<file path="src/rtl/hazard_ctrl.sv">
// Pipeline hazard controller: load-use bubbles and branch/jump flushes for IF/ID and ID/EX.
// Optional perf counters (stall_cnt, flush_cnt) are built when HAZARD_PERF_CNT_EN is defined.
module hazard_ctrl #(
  parameter int unsigned LOAD_STALL_CYCLES = 1
) (
  input  logic       Clk,
  input  logic       Rst,
  input  logic [4:0] ID_Rs,
  input  logic [4:0] ID_Rt,
  input  logic       ID_UseRs,
  input  logic       ID_UseRt,
  input  logic [4:0] EX_Rw,
  input  logic       EX_RegWr,
  input  logic       EX_MemtoReg,
  input  logic       EX_BrTaken,
  input  logic       EX_Jump,
  output logic       PC_Wr,
  output logic       IF_ID_Wr,
  output logic       IF_ID_flush,
  output logic       ID_EX_bubble,
  output logic       ID_EX_flush,
  output logic       stall_active
`ifdef HAZARD_PERF_CNT_EN
  ,
  output logic [31:0] stall_cnt,
  output logic [31:0] flush_cnt
`endif
);

  localparam int unsigned CNT_W = 4;

  typedef enum logic [0:0] {RUN, LD_STALL} st_e;

  st_e              st, st_nxt;
  logic [CNT_W-1:0] cnt, cnt_nxt;
  logic             load_use;
  logic             redirect;

  // A load in EX whose destination feeds an operand read in ID; r0 never creates a dependency.
  assign load_use = EX_MemtoReg & EX_RegWr & (EX_Rw != 5'd0) &
                    ((ID_UseRs & (ID_Rs == EX_Rw)) | (ID_UseRt & (ID_Rt == EX_Rw)));
  assign redirect = EX_BrTaken | EX_Jump;

  // State register, updated on the same edge as the pipeline registers.
  always_ff @(negedge Clk) begin
    if (Rst) begin
      st  <= RUN;
      cnt <= '0;
    end else begin
      st  <= st_nxt;
      cnt <= cnt_nxt;
    end
  end

  // Next state: redirect squashes the dependent ID instruction, so it suppresses the stall.
  always_comb begin
    st_nxt  = st;
    cnt_nxt = cnt;
    case (st)
      RUN: begin
        if (!redirect && load_use && (LOAD_STALL_CYCLES > 1)) begin
          st_nxt  = LD_STALL;
          cnt_nxt = CNT_W'(LOAD_STALL_CYCLES - 1);
        end
      end
      LD_STALL: begin
        if (cnt == CNT_W'(1)) begin
          st_nxt  = RUN;
          cnt_nxt = '0;
        end else begin
          cnt_nxt = cnt - CNT_W'(1);
        end
      end
      default: begin
        st_nxt  = RUN;
        cnt_nxt = '0;
      end
    endcase
  end

  // Mealy outputs; reset holds the front end and squashes both pipeline registers.
  always_comb begin
    PC_Wr        = 1'b1;
    IF_ID_Wr     = 1'b1;
    IF_ID_flush  = 1'b0;
    ID_EX_bubble = 1'b0;
    ID_EX_flush  = 1'b0;
    stall_active = 1'b0;
    if (Rst) begin
      PC_Wr       = 1'b0;
      IF_ID_Wr    = 1'b0;
      IF_ID_flush = 1'b1;
      ID_EX_flush = 1'b1;
    end else begin
      case (st)
        RUN: begin
          if (redirect) begin
            IF_ID_flush = 1'b1;
            ID_EX_flush = 1'b1;
          end else if (load_use) begin
            PC_Wr        = 1'b0;
            IF_ID_Wr     = 1'b0;
            ID_EX_bubble = 1'b1;
            stall_active = 1'b1;
          end
        end
        LD_STALL: begin
          PC_Wr        = 1'b0;
          IF_ID_Wr     = 1'b0;
          ID_EX_bubble = 1'b1;
          stall_active = 1'b1;
        end
        default: ;
      endcase
    end
  end

`ifdef HAZARD_PERF_CNT_EN
  // Event counters, wrapping modulo 2^32.
  always_ff @(negedge Clk) begin
    if (Rst) begin
      stall_cnt <= '0;
      flush_cnt <= '0;
    end else begin
      stall_cnt <= stall_cnt + 32'(ID_EX_bubble);
      flush_cnt <= flush_cnt + 32'(ID_EX_flush);
    end
  end
`endif

endmodule

</file>
<file path="config.mk">
export PLATFORM = sky130hd
export DESIGN_NAME = hazard_ctrl
export DESIGN_NICKNAME = d
export VERILOG_FILES = /design/src/rtl/hazard_ctrl.sv
export SDC_FILE = /design/constraint.sdc
export NUM_CORES = 1
export LEC_CHECK = 0
export ABC_AREA = 1
export CORE_MARGIN = 5
export CORE_UTILIZATION = 36
export DETAILED_ROUTE_END_ITERATION = 8
export PLACE_DENSITY = 0.82
export SYNTH_ARGS = -nofsm -noshare
export SYNTH_HDL_FRONTEND = slang
export SYNTH_SLANG_ARGS = --single-unit
</file>
<file path="constraint.sdc">
create_clock -name Clk -period 1.5 [get_ports Clk]
set_clock_uncertainty 0.1 [all_clocks]
set_input_delay 0.375 -clock Clk [delete_from_list [all_inputs] [get_ports Clk]]
set_output_delay 0.375 -clock Clk [all_outputs]
set_load 0.01 [all_outputs]
</file>
== Yosys cells after proc, flatten, opt, wreduce, memory -nomap -nowiden ==
Cells that the tools add are included.
W data, S select, Z words.

* Add/sub/neg operators: 1
* Equality and inequality tests: 3
* Multiplexer cells: 13
* Bitwise gates (word level): 8
* Reduce and logical (&&, ||, !) cells: 2

{| class="wikitable"
|+ Operators by type and width
! cell !! number
|-
| $eq A5 B5 Y1 || 2
|-
| $mux W1 || 10
|-
| $and A1 B1 Y1 || 5
|-
| $reduce_bool A5 Y1 || 1
|-
| $eq A4 B1 Y1 const B || 1
|-
| $mux W4 || 1
|-
| $pmux W1 S2 || 2
|-
| $sub A4 B1 Y4 const B || 1
|-
| $or A1 B1 Y1 || 2
|-
| $reduce_or A2 Y1 || 1
|-
| $not A1 Y1 || 1
|}

* Bits in registers: 5
* Input bits: 23
* Output and inout port bits: 6
* Word-level logic and storage cells: 29

== Longest topological paths before layout ==
* Depth in word-level cells: 8
* Mapped depth: 10
* Mapped depth without buffers: 9

==> qor.txt <==
Final Hold Vio Count = 0
Via count = 648
Synth Area per Inst = 5.435 um^2
Max cap viols = 0
First-pass GRT wire length = 2.311 mm
Busiest grt layer = met2
Slowest-stage cell, CP = dfxtp_4
Global routing met2 resource utilization = 24.87%
Place WS = -1.126 ns
Post-synthesis sequential area ratio = 19.80%
Cell area after synthesis = 505.5 um^2
Placed Instance Area = 843.3 um^2
Slew HR = 86.03%
Clock buffer depth = 2
Top cells by area, synth = nand2_1 25%, dfxtp_1 20%, inv_1 14%
Hold depth = 2
Worst skew pair latency = 0.32 ns
Critical path required time = 1.02 ns
Fin Hold WS = 0.4296 ns
Final antenna-violating net count = 0
First DRT Iteration DRCs = 9
Violated checks = setup timing
Yosys reg bits = 5
GRT Overall Usage = 14.33%
Startpoint types = flip-flop
Syn nets = 118
Clk slew on worst S/H paths = 0.04 ns
CP peak stage delay = 0.36 ns
Fin. max-slew vios = 0
Pwr Density = 510.1 nW/um^2
Reg area = 103.9 um^2
Final Non-Filler Cells = 148
Area grow syn2layout = 82.67%
IO Pins = 29
Num CTS Buffers = 3
Die height = 47.47 um
Crit-path cells = inv_4, a21oi_4, buf_6
Unrepaired setup endpoints after global routing = true
Post-synth top area cell = nand2_1
Share of cells above drive strength 1 = 20.30%
DR WL/cell = 9.324 um
Layout net count = 159
Synth warn = 0
Post-DR vias/cell = 4.378
Drt pass-1 iters = 6
Final Setup Violations = 6
Multi-input logic area = 347.8 um^2
H-tree depth = 1
Diode count = 0
Number of global-route vias before repair = 611
Initial antenna violation count = 0
R2R Setup Slk = 0.10 ns
Grt ovf = 0
Worst hold endpoint = cnt[3]
Number of synthesized flops with an enable pin = 0
DRC violations left = 0
Syn Inst Count = 93
Starting Density = 38.37%
Crit. End Element = output port
Dpl cells = 137
Core area = 1318 um^2
Port bufs = 28
Least-Margin Pin Slew = 0.2080 ns
Leakage = 0.0005145 uW
Global Route met3 Usage = 6.767%
Worst r2r src = st
Gpl congestion = 0.8192
Top post-synthesis cells by count = 34 x nand2_1, 19 x inv_1, 16 x nor2_1
HPWL Detailed = 1.101 mm
Pin count of the biggest net entering global routing = 6
Routing usage on met1 = 15.77%
Die width = 47.47 um
Yosys top cell area share = 25.25%
Detailed Route WL = 1.380 mm
Status = finished with violations
Peak VDD IR = 0.5161 mV
Count of different cell masters after synthesis = 14
Maximum fanout along the worst path = 3
CTS tree = yes
Total Power = 471.0 uW
Crit Path Class = reg -> out
Post-route cell area = 923.4 um^2
Fillers = 118
Ys flop type = dfxtp_1
Hold crit path type = reg -> reg
Crit path DAT = 1.75 ns
R2r endpoint = cnt[3]
Die area = 2253 um^2
Clock sinks = 5
Count leader, synth = nand2_1
CTS root buffer = clkbuf_4
Min-delay src = cnt[3]
Final WS setup = -0.7251 ns
Async set or reset register ratio after synthesis = 0%
# rows = 13
Path depth of the worst reg2reg path = 7
==> layout make-up <==
class,count,area share (%)
Multi-Input combinational cell,65,37.67
Tap cell,15,2.033
Clock inverter,6,2.439
Clock buffer,3,2.439
Timing Repair Buffer,35,36.18
Sequential cell,5,11.25
Inverter,19,7.995
==> metrics by stage <==
step | TNS [ns] | utilization, %
3_3_place_gp | -8.730 | 64.01
6_report | -4.120 | 70.09
4_1_cts | -4.137 | 67.71
3_5_place_dp | -8.869 | 64.01
5_1_grt | -4.558 | 70.09
2_1_floorplan | -2.387 | -
==> critical path: cells and delay by family, from the launching register on <==
family,cells,cell delay (ns)
compound gates,1,0.17
buf+inv,2,0.17
flops,1,0.36
==> state kept, by name (all words and copies together), names as in the netlist <==
name / cells
cnt: 4
st: 1
==> what timing repair did <==
action	CTS	global route
hold buffers	0	0
setup endpoints to repair	11	7
cloned	0	0
pin swaps	3	1
setup buffers	2	1
endpoints found under the hold margin	0	0
resized for setup	32	6
==> worst max-delay path by stage <==
| stage | from | to | slack (ns) | depth (start not counted) |
|---|---|---|---|---|
| after floorplan | st | PC_Wr | -0.48 | 4 |
| after global placement | EX_Rw[4] | stall_active | -1.09 | 10 |
| after detailed placement | EX_Rw[0] | stall_active | -1.13 | 10 |
| after CTS | st | IF_ID_Wr | -0.72 | 4 |
| after global routing | st | stall_active | -0.79 | 3 |
| final | st | stall_active | -0.73 | 3 |
==> metal layers <==
metal | up-vias | wire length [um]
met2 | 21 | 711
met1 | 273 | 560
li1 | 354 | -
met5 | - | 0
met4 | 0 | 0
met3 | 0 | 109
==> cells by family (layout without fill, tap and decap cells) <==
| logic type | Yosys count | count (layout) | synth area share (%) |
|---|---|---|---|
| XOR/XNOR | 3 | 3 | 5.199 |
| AO/OA/AOI/OAI | 5 | 5 | 4.950 |
| flip-flops | 5 | 5 | 19.80 |
| AND/OR/NAND/NOR | 55 | 55 | 45.79 |
| buffers and inverters | 23 | 63 | 19.31 |
| adder cells (fa/ha/maj) | 2 | 2 | 4.950 |
==> power by group <==
part / switching, uW / internal [uW]
sequential: 0.0000000000114 / 132
clock: 93.0 / 112
combinational: 54.0 / 79.7
total: 147 / 324
==> cells in the final DEF (no fill, tap or decap) <==
cell and count:
a21oi_1 1, a21oi_4 1, buf_2 2, buf_4 7
buf_6 4, clkbuf_4 3, clkdlybuf4s50_1 18, dfxtp_1 4
dfxtp_4 1, dlygate4sd2_1 1, dlymetal6s2s_1 3, ha_1 2
inv_1 23, inv_2 1, inv_4 1, nand2_1 32
nand2_2 1, nand2_4 1, nand3_1 2, nand4_1 2
nor2_1 15, nor2_4 1, nor4_4 1, o21ai_2 3
xnor2_1 2, xor2_1 1
Power figures use the tool's default switching activity.
